File: src/rtl/scan_sequencer_2b.sv
// Round-robin scan sequencer that drives the select and enable of a 2x4 one-hot decoder.
// Each slot has a dwell time and an optional blanking gap. A mask selects which slots take part.
module scan_sequencer_2b #(
  parameter int CNT_W = 16
) (
  input  logic             clk,
  input  logic             rst_n,
  input  logic             run,
  input  logic [3:0]       mask,
  input  logic [CNT_W-1:0] dwell,
  input  logic [CNT_W-1:0] gap,
  output logic [1:0]       I,
  output logic             En,
  output logic             slot_done,
  output logic             frame_done
);

  typedef enum logic [1:0] {IDLE, ACTIVE, BLANK} state_t;

  state_t           state, state_nx;
  logic [1:0]       slot_nx, hi, hi_nx;
  logic             en_nx, sd_nx, fd_nx, load, adv;
  logic [CNT_W-1:0] dwell_cnt, dwell_cnt_nx;
  logic [CNT_W-1:0] gap_cnt, gap_cnt_nx;
  logic [CNT_W-1:0] gap_len, gap_len_nx;

  function automatic logic [1:0] lowest_bit(input logic [3:0] m);
    logic [1:0] r;
    r = 2'd0;
    for (int k = 3; k >= 0; k--)
      if (m[k]) r = 2'(k);
    return r;
  endfunction

  function automatic logic [1:0] highest_bit(input logic [3:0] m);
    logic [1:0] r;
    r = 2'd0;
    for (int k = 0; k <= 3; k++)
      if (m[k]) r = 2'(k);
    return r;
  endfunction

  // The search starts just above cur and wraps. cur itself is the last candidate, so a single-bit mask repeats that slot.
  function automatic logic [1:0] next_bit(input logic [3:0] m, input logic [1:0] cur);
    logic [1:0] r;
    logic [1:0] idx;
    r = cur;
    for (int k = 4; k >= 1; k--) begin
      idx = cur + 2'(k);
      if (m[idx]) r = idx;
    end
    return r;
  endfunction

  always_comb begin
    state_nx     = state;
    slot_nx      = I;
    hi_nx        = hi;
    en_nx        = 1'b0;
    sd_nx        = 1'b0;
    fd_nx        = 1'b0;
    load         = 1'b0;
    adv          = 1'b0;
    dwell_cnt_nx = dwell_cnt;
    gap_cnt_nx   = gap_cnt;
    gap_len_nx   = gap_len;

    case (state)
      IDLE: begin
        if (run && (mask != 4'b0000)) begin
          load    = 1'b1;
          slot_nx = lowest_bit(mask);
        end
      end
      ACTIVE: begin
        en_nx = 1'b1;
        if (dwell_cnt == '0) begin
          en_nx = 1'b0;
          sd_nx = 1'b1;
          fd_nx = (I == hi);
          if (gap_len != '0) begin
            state_nx   = BLANK;
            gap_cnt_nx = gap_len - 1'b1;
          end else begin
            adv = 1'b1;
          end
        end else begin
          dwell_cnt_nx = dwell_cnt - 1'b1;
        end
      end
      BLANK: begin
        if (gap_cnt == '0) adv = 1'b1;
        else               gap_cnt_nx = gap_cnt - 1'b1;
      end
      default: state_nx = IDLE;
    endcase

    // Slot-advance decision: run and mask are only consulted here and in IDLE.
    if (adv) begin
      if (!run || (mask == 4'b0000)) begin
        state_nx = IDLE;
      end else begin
        load    = 1'b1;
        slot_nx = next_bit(mask, I);
      end
    end

    if (load) begin
      state_nx     = ACTIVE;
      en_nx        = 1'b1;
      dwell_cnt_nx = dwell;
      gap_len_nx   = gap;
      hi_nx        = highest_bit(mask);
    end
  end

  always_ff @(posedge clk) begin
    if (!rst_n) begin
      state      <= IDLE;
      I          <= 2'b00;
      En         <= 1'b0;
      slot_done  <= 1'b0;
      frame_done <= 1'b0;
      hi         <= 2'b00;
      dwell_cnt  <= '0;
      gap_cnt    <= '0;
      gap_len    <= '0;
    end else begin
      state      <= state_nx;
      I          <= slot_nx;
      En         <= en_nx;
      slot_done  <= sd_nx;
      frame_done <= fd_nx;
      hi         <= hi_nx;
      dwell_cnt  <= dwell_cnt_nx;
      gap_cnt    <= gap_cnt_nx;
      gap_len    <= gap_len_nx;
    end
  end

endmodule

File: config.mk
export PLATFORM = sky130hd
export DESIGN_NAME = scan_sequencer_2b
export DESIGN_NICKNAME = d
export VERILOG_FILES = /design/src/rtl/scan_sequencer_2b.sv
export SDC_FILE = /design/constraint.sdc
export NUM_CORES = 1
export LEC_CHECK = 0
export ABC_AREA = 1
export BUFFER_PORTS_ARGS = -buffer_cell sky130_fd_sc_hd__buf_2
export CAP_MARGIN = 20
export CORE_MARGIN = 1.5
export CORE_UTILIZATION = 55
export CTS_CLUSTER_DIAMETER = 60
export DETAILED_ROUTE_END_ITERATION = 8
export PLACE_DENSITY = 0.83
export SYNTH_ARGS = -nofsm -noshare
export SYNTH_HDL_FRONTEND = slang
export SYNTH_SLANG_ARGS = --single-unit
File: constraint.sdc
create_clock -name clk -period 2.4 [get_ports clk]
set_input_delay 0.72 -clock clk [delete_from_list [all_inputs] [get_ports clk]]
set_output_delay 0.72 -clock clk [all_outputs]
set_load 0.05 [all_outputs]
# After elaboration in Yosys (flattened, before gate mapping)
# Cells that the tools add are included.
dict set report totals {
  register_bits 57
  input_bits 39
  word_cells 90
}
dict set report op_classes {
  n_addsub 6
  n_lt_le_gt_ge 3
  eq_ne 8
  muxes 45
  bitwise 1
  reduce_logical 17
}
# op count
set op_table {}
lappend op_table {{two-way mux 16 bit} 6}
lappend op_table {{subtractor 16 x 1 -> 16 bit (second input constant)} 3}
lappend op_table {{two-way mux 2 bit} 17}
lappend op_table {{logical NOT 16 bit} 2}
lappend op_table {{one-hot mux 16 bit (2 select lines)} 1}
lappend op_table {{two-way mux 1 bit} 16}
lappend op_table {{nonzero test 16 bit} 1}
lappend op_table {{< comparator 2 x 3 -> 1 bit (second input constant)} 3}
lappend op_table {{!= test 2 bit (second input constant)} 4}
lappend op_table {{binary-select mux 1 bit (select 2 bit)} 3}
lappend op_table {{!= test 5 x 1 -> 1 bit (second input constant)} 1}
lappend op_table {{adder 2 bit (second input constant)} 2}
lappend op_table {{logical NOT 4 bit} 1}
lappend op_table {{one-hot mux 2 bit (2 select lines)} 1}
lappend op_table {{AND reduction 2 bit} 2}
lappend op_table {{AND reduction 4 bit} 1}
lappend op_table {{nonzero test 2 bit} 2}
lappend op_table {{nonzero test 4 bit} 1}
lappend op_table {{OR reduction 2 bit} 2}
lappend op_table {{AND reduction 3 bit} 1}
lappend op_table {{adder 2 x 1 -> 2 bit (second input constant)} 1}
lappend op_table {{== test 2 x 1 -> 1 bit (second input constant)} 1}
lappend op_table {{== test 2 bit} 1}
lappend op_table {{== test 2 bit (second input constant)} 1}
lappend op_table {{other kinds (6)} 6}

# Longest topological paths before layout
# Gate-level depths: netlist of run 1.
dict set report depth {
  depth_word 8
  mapped_depth 16
  mapped_depth_nobuf 16
}

# Worst setup path before layout of run 1
# OpenSTA, ideal clock, no wires.
dict set report synth_path {
  path_type {register -> register}
  startpoint {register state[0]}
  endpoint {register gap_cnt[14]}
  setup_ps 119
  arrival_time_ps 1958
  required_ps 2281
  slack_ps 323
  stages_incl_launch_ff 16
  path_buffers 1
  synth_period_minus_slack_ps 2077
  cell_sequence {dfxtp_1 -> inv_1 -> ha_1 -> buf_6 -> o21a_1 -> inv_1 -> ha_1 -> inv_1 -> nor2_2 -> nand3_2 -> nor2_2 -> nand2_1 -> nor2_1 -> nand2_1 -> nand2_1 -> a21oi_1}
}
dict set report synth_between {
  elab_chain_cells 3
  word_cells_on_any_way 8
}
# element line_no
set synth_lines {}
lappend synth_lines {{start: declaration} 20} ;# state_t state, state_nx;
lappend synth_lines {{start signal: assignment} 129} ;# state <= state_nx;
lappend synth_lines {{== test 2 bit or == test 2 x 1 -> 1 bit (tied branches)} 68} ;# case (state)
lappend synth_lines {{!= test 2 bit (no source line) or nonzero test 2 bit (tied branches)} --}
lappend synth_lines {{AND reduction 4 bit (no source line)} --}
lappend synth_lines {{end signal: assignment} 136} ;# gap_cnt <= gap_cnt_nx;
lappend synth_lines {{end: declaration} 24} ;# logic [CNT_W-1:0] gap_cnt, gap_cnt_nx;
# Parallel ways exist; a longest one is shown, timed or not.
# A chain may end at the register's enable or synchronous reset.

# Final worst setup path of run 1
dict set report layout_path {
  startpoint {register state[0]}
  endpoint {register gap_cnt[13]}
}
# The elaborated chain is that of the path after synthesis.

==> key figures, run 1 <==
Drt
  • DR WL met2: 4243 um
  • Drt initial violations: 285
  • Top Layer Used: met4
  • DR vias/cell: 5.436
  • 1st-pass router iterations: 5
  • Routed vias: 3767
  • M1 wire length: 3984 um
  • # DRC: 0
  • Met3 wire length: 599 um
  • Detailed Route WL: 9018 um
  • Post-DR wirelength/cell: 13.01 um
  • Post-route ant nets: 0

CTS
  • Post-CTS Setup Bufs: 0
  • CTS buffer count: 9
  • Root buffer cell: clkbuf_8
  • Worst skew pair latency: 340 ps
  • CTS Sinks: 57
  • Worst-path clk slew: 70 ps
  • Clock tree buffer depth: 2
  • CTS tree: yes
  • H-tree depth: 3

Yosys
  • Post-synthesis async set-or-reset flop share: 0%
  • Yosys top cell by area: dfxtp_1
  • Synth top area share: 31.13%
  • Simple-gate share of the synthesized area: 36.28%
  • Distinct cell type count after synthesis: 43
  • Syn_area_per_cell: 6.466 um^2
  • Main combinational cell family by area after synthesis: simple AND/OR/NAND/NOR gates
  • Syn Inst Count: 567
  • Compound-Gate Fraction of Synth Area: 15.87%
  • Syn nets: 613
  • Mux cell area share after synthesis: 0.2730%
  • #FFs+latches synth: 57
  • Ys flop type: dfxtp_1
  • Sequential area share after synthesis: 31.13%
  • Synth Area in XOR/XNOR: 4.778%
  • Top cells by area, synth: dfxtp_1 (31%), nor2_1 (11%), nand2_1 (11%), o21ai_0 (6.3%), inv_1 (5.2%)
  • Post-Synthesis Cell Area: 3666 um^2
  • YS warnings: 0
  • Post-synthesis adder-cell area fraction: 2.389%
  • Post-synth EDFFs: 0

Setup path
  • Reg2Reg Depth: 11
  • Critical path arrival: 2480 ps
  • Critical path class: flip-flop to flip-flop
  • CP startpoint: state[0]
  • Reg-to-reg slack, setup: 140 ps
  • CP Launch Type: flip-flop
  • R2r endpoint: gap_cnt[13]
  • Critical Path RT: 2620 ps
  • Crit Path Max Fanout: 19
  • Setup crit end kind: flip-flop
  • RR Startpoint: state[0]
  • CP endpoint: gap_cnt[13]

GRT
  • Largest net degree at the start of global routing: 41
  • First-pass GRT wire length: 15430 um
  • Initial antenna violation count: 0
  • Vias in the first global route: 3567
  • GRT Total Usage: 26.00%
  • Congestion Overflow GR: 0

STA
  • Worst-margin pin slew: 396.4 ps
  • Hold Fails Final Rpt: 0
  • Min Clock Period, post-route: 2257 ps
  • Max Slew Vio Count: 0
  • Peak Freq: 443.0 MHz
  • Relative slew slack: 73.29%
  • Setup Viol. Count Final: 0
  • Worst Skew: 7.861 ps
  • Period utilization: 94.05%

Pwr
  • Pwr dens: 710.6 nW/um^2
  • Total power: 2.974 mW
  • P_leak: 1.979 nW
  • Max rail drop VDD: 631.5 uV

Floorplanning
  • Core area: 6386 um^2
  • I/O pins: 44
  • Die area: 7164 um^2
  • Initial core utilization: 57.41%
  • Die Ht: 84.64 um
  • Die span in x: 84.64 um
  • # rows: 29

Flow run
  • Max-Cap Viols: 0

Finish
  • Final Util: 65.54%
  • Share of layout cells above drive strength 1: 16.40%
  • Area grow syn2layout: 14.16%
  • Final net count: 658
  • Ant. Diodes: 0

Worst hold path
  • Min-delay worst type: flip-flop to flip-flop

Run status
  • Status: completed

Placed design
  • Placer Congestion: 0.9305
  • HPWL after DPL: 6295 um
  • IO Port Bufs: 43
sequential cells by signal, summed over array words and instances (netlist names):
| name | flops |
|---|---|
| dwell_cnt | 16 |
| gap_cnt | 16 |
| hi | 2 |
| En | 1 |
| frame_done | 1 |
| slot_done | 1 |
| I | 2 |
| gap_len | 16 |
| state | 2 |
metrics by stage:
| stage | setup WS [ps] | TNS, ps | hold WS (ps) | cells | instance area (um^2) |
|---|---|---|---|---|---|
| detailed placement | 131.4 | 0 | 501.2 | 678 | 3959 |
| floorplan | 322.8 | 0 | 469.5 | 567 | 3666 |
| global placement | 194.5 | 0 | 488.5 | 678 | 3959 |
| CTS | 105.9 | 0 | 512.1 | 693 | 4173 |
| finish | 142.9 | 0 | 512.1 | 693 | 4185 |
| global route | -60.72 | -222.0 | 540.9 | 693 | 4185 |
layout by cell type (no fill, tap or decap), drive strengths merged, types with 2 or more instances in the layout:
master  count
buf        55
xnor2       5
clkbuf     13
nand4      15
nand3      37
o21a        3
ha          7
nor3        5
a31oi       2
nor2      120
nand2     113
xor2       15
o21ai      61
inv        53
a21oi      35
or2         7
clkinv      3
dfxtp      57
worst max-delay path, stage by stage, from the launching register on:
cell and delay, ps:
dfxtp_1 330, inv_1 170, ha_4 230, inv_2 90, nor2_1 140, nor3b_1 250, nand3_1 170, o21ai_0 190
nor2_4 130, buf_12 170, o21ai_0 210, a21oi_1 70
cell type report:
class / count / area, um^2
clock buffers: 13 / 178.9
well taps: 77 / 96.34
multi-input cells: 434 / 2197
inverters: 55 / 206.4
repair buffers: 55 / 330.3
fillers: 594 / 2201
flip-flops and latches: 57 / 1141
clock inverters: 2 / 35.03
per-layer routing:
| layer | track usage [%] | up-vias |
|---|---|---|
| met5 | 0 | - |
| met4 | 8.798 | 0 |
| met3 | 5.408 | 21 |
| met2 | 44.59 | 137 |
| met1 | 32.46 | 1679 |
| li1 | - | 1930 |
logic make-up after synthesis:
family,count (synthesis)
simple gates,301
compound gates,105
buf+inv,76
flops,57
xor+xnor,20
fa+ha+maj,7
mux,1
synthesized netlist by cell type, types with 2 or more instances:
| cell | count |
|---|---|
| o21a_1 | 3 |
| dfxtp_1 | 57 |
| o21ai_2 | 2 |
| o21ai_1 | 12 |
| ha_1 | 7 |
| or2_2 | 6 |
| nand4_1 | 15 |
| a31oi_1 | 2 |
| clkinv_1 | 2 |
| xnor2_1 | 5 |
| inv_2 | 2 |
| nor3_1 | 5 |
| nand2_4 | 3 |
| o21ai_0 | 46 |
| a21oi_1 | 32 |
| nand2_1 | 109 |
| buf_2 | 8 |
| inv_1 | 51 |
| buf_1 | 3 |
| clkbuf_1 | 4 |
| a21oi_2 | 3 |
| nor2_4 | 3 |
| nand3_1 | 35 |
| xor2_1 | 15 |
| buf_6 | 4 |
| nor2_2 | 6 |
| nor2_1 | 111 |
what timing repair did:
action                     in CTS  in global routing
hold buffers                    0                  0
gates resized for setup         0                  3
setup endpoints to repair       0                 37
worst min path at each step:
stage,startpoint,to,slack [ps],cells past startpoint
finish,dwell_cnt[15],dwell_cnt[15],510,2
global route,dwell_cnt[15],dwell_cnt[15],540,2
CTS,dwell_cnt[15],dwell_cnt[15],510,2
detailed placement,dwell_cnt[15],dwell_cnt[15],500,2
global placement,dwell_cnt[15],dwell_cnt[15],490,2
floorplan,gap_cnt[2],gap_cnt[2],470,2
report_power, final:
part / internal (mW) / leakage [nW] / total, mW / switching, mW
clock network: 0.586 / 0.112 / 0.976 / 0.390
logic: 0.321 / 1.40 / 0.855 / 0.534
registers: 1.05 / 0.471 / 1.14 / 0.0963
total: 1.95 / 1.98 / 2.97 / 1.02
Note: power is estimated with default switching activity, not from simulation.
==> run 2: changes to the inputs <==
CAP_MARGIN = default   (was 20)
clock period = 2.8 ns   (was 2.4 ns; I/O delays follow)
==> key figures, run 2 (synthesis gave the netlist of run 1 again) <==
Run status
  • Status: completed

Pwr
  • Total power: 2.466 mW
  • Max rail drop VDD: 392.0 uV
  • P_leak: 1.951 nW
  • Pwr dens: 598.8 nW/um^2

STA
  • Setup_tns: 0 ps
  • Relative slew slack: 63.25%
  • Worst Skew: 4.870 ps
  • Period utilization: 90.92%
  • Setup Viol. Count Final: 0
  • RSZ-0062 raised after global routing: false
  • Peak Freq: 392.8 MHz
  • Hold Fails Final Rpt: 0
  • Worst-margin pin slew: 545.5 ps
  • Max Slew Vio Count: 0
  • Min Clock Period, post-route: 2546 ps

CTS
  • Worst-path clk slew: 60 ps
  • Post-CTS Resized: 0
  • Post-CTS Setup Bufs: 0
  • CTS Sinks: 57
  • Post-CTS Hold Buffers: 0
  • CTS buffer count: 9
  • Clock tree buffer depth: 2
  • Worst skew pair latency: 350 ps
  • Root buffer cell: clkbuf_8
  • CTS tree: yes
  • H-tree depth: 3

Finish
  • Share of layout cells above drive strength 1: 15.66%
  • Commonest non-fill, non-tap cell in the layout: nor2_1
  • Area grow syn2layout: 12.35%
  • Largest regs: dwell_cnt: 16 flops, gap_cnt: 16 flops, gap_len: 16 flops
  • Fin cells: 690
  • Final net count: 655
  • Final Util: 64.50%
  • Commonest cells after routing, fill and taps aside: nor2_1 (111), nand2_1 (109), dfxtp_1 (57)
  • Ant. Diodes: 0

Flow run
  • Max-Cap Viols: 0

GRT
  • First-pass GRT wire length: 14860 um
  • Vias in the first global route: 3453
  • Largest net degree at the start of global routing: 41
  • Congestion Overflow GR: 0
  • Initial antenna violation count: 0
  • GRT Total Usage: 25.44%

Setup path
  • Critical path arrival: 2780 ps
  • Critical Path RT: 3030 ps
  • Critical path class: flip-flop to flip-flop
  • Setup crit end kind: flip-flop
  • Crit Path Max Fanout: 28
  • CP Launch Type: flip-flop

Placed design
  • Post-Place Cells: 675
  • IO Port Bufs: 43
  • HPWL after DPL: 6158 um
  • Placer Congestion: 0.9069

Floorplanning
  • I/O pins: 44
  • # rows: 29
  • Die area: 7164 um^2
  • Core area: 6386 um^2
  • Initial core utilization: 57.41%
  • Die span in x: 84.64 um
  • Die Ht: 84.64 um

Drt
  • Detailed Route WL: 8680 um
  • DR vias/cell: 5.304
  • Routed vias: 3660
  • Drt initial violations: 225
  • Post-route ant nets: 0
  • Post-DR wirelength/cell: 12.58 um
  • 1st-pass router iterations: 5
  • # DRC: 0

Worst hold path
  • Min-delay worst type: flip-flop to flip-flop
==> run 2: path summary, 6_finish.rpt <==
| check | start | endpoint | slack (ps) | cells past startpoint |
|---|---|---|---|---|
| max | state[0] | gap_cnt[3] | 250 | 11 |
| min | hi[0] | frame_done | 520 | 1 |
| max reg2reg | state[0] | gap_cnt[3] | 250 | 11 |
| min reg2reg | hi[0] | frame_done | 520 | 1 |
==> run 2: worst max-delay path, stage by stage, from the launching register on <==
cell     delay [ps]
dfxtp_1         360
inv_1           100
ha_1            370
inv_2           190
nor2_1           70
nor3b_1         140
nand3_1         100
o21ai_0         140
nor2_4          480
inv_1           200
o21ai_0         210
a21oi_1          60
==> run 2: cell type report <==
| cell class | instances | area [um^2] |
|---|---|---|
| clock buffer | 12 | 155.1 |
| clock inverter | 3 | 40.04 |
| fill | 602 | 2267 |
| inverter | 55 | 206.4 |
| multi-input combinational | 434 | 2185 |
| sequential | 57 | 1141 |
| tap | 77 | 96.34 |
| timing repair buffer | 52 | 295.3 |
==> run 2: layer usage <==
layer	vias to the layer above	global-route usage, %	routed length (um)
met4	0	10.56	175
met1	1617	31.56	4059
met5	-	0	0
met3	15	5.801	438
li1	1921	-	-
met2	107	42.50	4006
==> run 2: power breakdown <==
| group | switching, mW | internal [mW] | total, mW | leakage (nW) |
|---|---|---|---|---|
| logic | 0.446 | 0.264 | 0.710 | 1.38 |
| registers | 0.0817 | 0.898 | 0.979 | 0.471 |
| clock network | 0.325 | 0.451 | 0.777 | 0.102 |
==> run 2: metrics by stage <==
step	cell area (um^2)	setup WS, ps	hold slack (ps)
after floorplan	3666	720.0	469.5
after global placement	3924	403.7	487.6
after detailed placement	3924	319.4	505.5
after CTS	4119	275.6	518.1
after global routing	4119	35.18	542.6
final	4119	254.3	516.1
==> run 3: changes to the inputs <==
PLACE_DENSITY = 0.76   (was 0.83)
==> key figures, run 3 (synthesis gave the netlist of run 1 again) <==
STA
  • Max Slew Vio Count: 0
  • Period utilization: 87.54%
  • Hold Fails Final Rpt: 0
  • Min Clock Period, post-route: 2451 ps
  • Setup_tns: 0 ps
  • Worst Skew: 5.982 ps
  • Relative slew slack: 63.46%
  • RSZ-0062 raised after global routing: false
  • Setup Viol. Count Final: 0
  • Peak Freq: 408.0 MHz
  • Worst-margin pin slew: 546.8 ps

Drt
  • Top Layer Used: met4
  • Post-route ant nets: 0
  • Met3 wire length: 440 um
  • DR vias/cell: 5.323
  • Detailed Route WL: 8640 um
  • 1st-pass router iterations: 5
  • M1 wire length: 4258 um
  • Routed vias: 3673
  • Post-DR wirelength/cell: 12.52 um
  • # DRC: 0
  • Drt initial violations: 219
  • DR WL met2: 3840 um

Finish
  • Ant. Diodes: 0
  • Largest regs: dwell_cnt: 16 flops, gap_cnt: 16 flops, gap_len: 16 flops
  • Final Cell Area: 4114 um^2
  • Commonest non-fill, non-tap cell in the layout: nor2_1
  • Final net count: 654
  • Commonest cells after routing, fill and taps aside: nor2_1 (111), nand2_1 (109), dfxtp_1 (57)
  • Area grow syn2layout: 12.22%
  • Share of layout cells above drive strength 1: 15.66%

Setup path
  • CP Cell Sequence: inv_1 -> ha_2 -> inv_2 -> nor2_1 -> nor3b_1 -> nand3_1 -> o21ai_0 -> nor2_4 -> inv_1 -> o21ai_0 -> a21oi_1
  • Setup crit end kind: flip-flop
  • Crit path max-delay family: simple AND/OR/NAND/NOR gates
  • CP Launch Type: flip-flop
  • Critical path arrival: 2680 ps
  • Crit Path Max Fanout: 28
  • Critical path's slowest cell: nor2_4
  • Largest stage delay, worst path: 460 ps
  • CP Buf/Inv Count: 3
  • Critical Path RT: 3030 ps
  • Critical path class: flip-flop to flip-flop

GRT
  • Largest net degree at the start of global routing: 38
  • Congestion Overflow GR: 0
  • Vias in the first global route: 3355
  • First-pass GRT wire length: 14850 um
  • GRT Total Usage: 25.26%
  • Initial antenna violation count: 0

CTS
  • Post-CTS Hold Buffers: 0
  • Worst skew pair latency: 350 ps
  • CTS Sinks: 57
  • CTS buffer count: 9
  • Clock tree buffer depth: 2
  • Root buffer cell: clkbuf_8
  • CTS tree: yes
  • H-tree depth: 3
  • Post-CTS Resized: 0
  • Worst-path clk slew: 60 ps
  • Post-CTS Setup Bufs: 0

Floorplanning
  • Initial core utilization: 57.41%
  • Core area: 6386 um^2
  • Die area: 7164 um^2
  • Die span in x: 84.64 um
  • Die Ht: 84.64 um
  • # rows: 29
  • I/O pins: 44

Placed design
  • HPWL after DPL: 6135 um
  • Placer Congestion: 0.8678
  • IO Port Bufs: 43
  • Placed Area: 3904 um^2

Pwr
  • P_leak: 1.945 nW
  • Pwr dens: 608.1 nW/um^2
  • Max rail drop VDD: 406.1 uV

Flow run
  • Max-Cap Viols: 0

Run status
  • Status: completed

Worst hold path
  • Min-delay worst type: flip-flop to flip-flop
[run 3: cell types whose count changed in the layout (fill, tap and decap cells not counted)]
cell | before | now
ha_1 | 7 | 6
clkbuf_8 | 11 | 12
clkbuf_1 | 1 | 2
clkinv_2 | 2 | 1
ha_2 | 0 | 1
buf_12 | 1 | 0
[run 3: per-stage QoR]
| step | hold WS, ps | power, mW | std cells | util, % | setup slack [ps] |
|---|---|---|---|---|---|
| global route | 542.8 | 2.657 | 690 | 64.42 | 62.00 |
| detailed placement | 499.9 | 1.691 | 674 | 61.13 | 250.8 |
| global placement | 500.0 | 1.676 | 674 | 61.13 | 369.3 |
| CTS | 507.6 | 2.505 | 690 | 64.38 | 231.1 |
| finish | 503.7 | 2.502 | 690 | 64.42 | 349.0 |
| floorplan | 469.5 | 1.539 | 567 | - | 720.0 |
[run 3: final timing paths]
check,from,end,slack (ps),cells past startpoint
worst min-delay path,dwell_cnt[15],dwell_cnt[15],500,2
worst max register to register,state[0],gap_cnt[3],350,11
worst min register to register,dwell_cnt[15],dwell_cnt[15],500,2
worst max-delay path,state[0],gap_cnt[3],350,11
[run 3: per-layer routing]
layer  vias to the layer above  track usage [%]
li1                       1920                -
met1                      1647            33.52
met2                        95            39.97
met3                        11            7.473
met4                         0            7.185
met5                         -                0
[run 3: tightest hold or removal path, delay by kind of cell, from the launching register on]
family,cells,cell delay (ps)
simple gates,2,150
flops,1,320
[run 3: power breakdown]
| group | internal, mW | switching [mW] |
|---|---|---|
| registers | 0.898 | 0.0809 |
| clock network | 0.483 | 0.333 |
| logic | 0.262 | 0.444 |
| total | 1.64 | 0.859 |
[run 3: cell type report]
| class | instances | area, um^2 |
|---|---|---|
| clock buffers | 14 | 172.7 |
| fillers | 615 | 2272 |
| repair buffers | 51 | 275.3 |
| multi-input cells | 434 | 2187 |
| inverters | 55 | 206.4 |
| clock inverters | 2 | 35.03 |
| well taps | 77 | 96.34 |
| flip-flops and latches | 57 | 1141 |
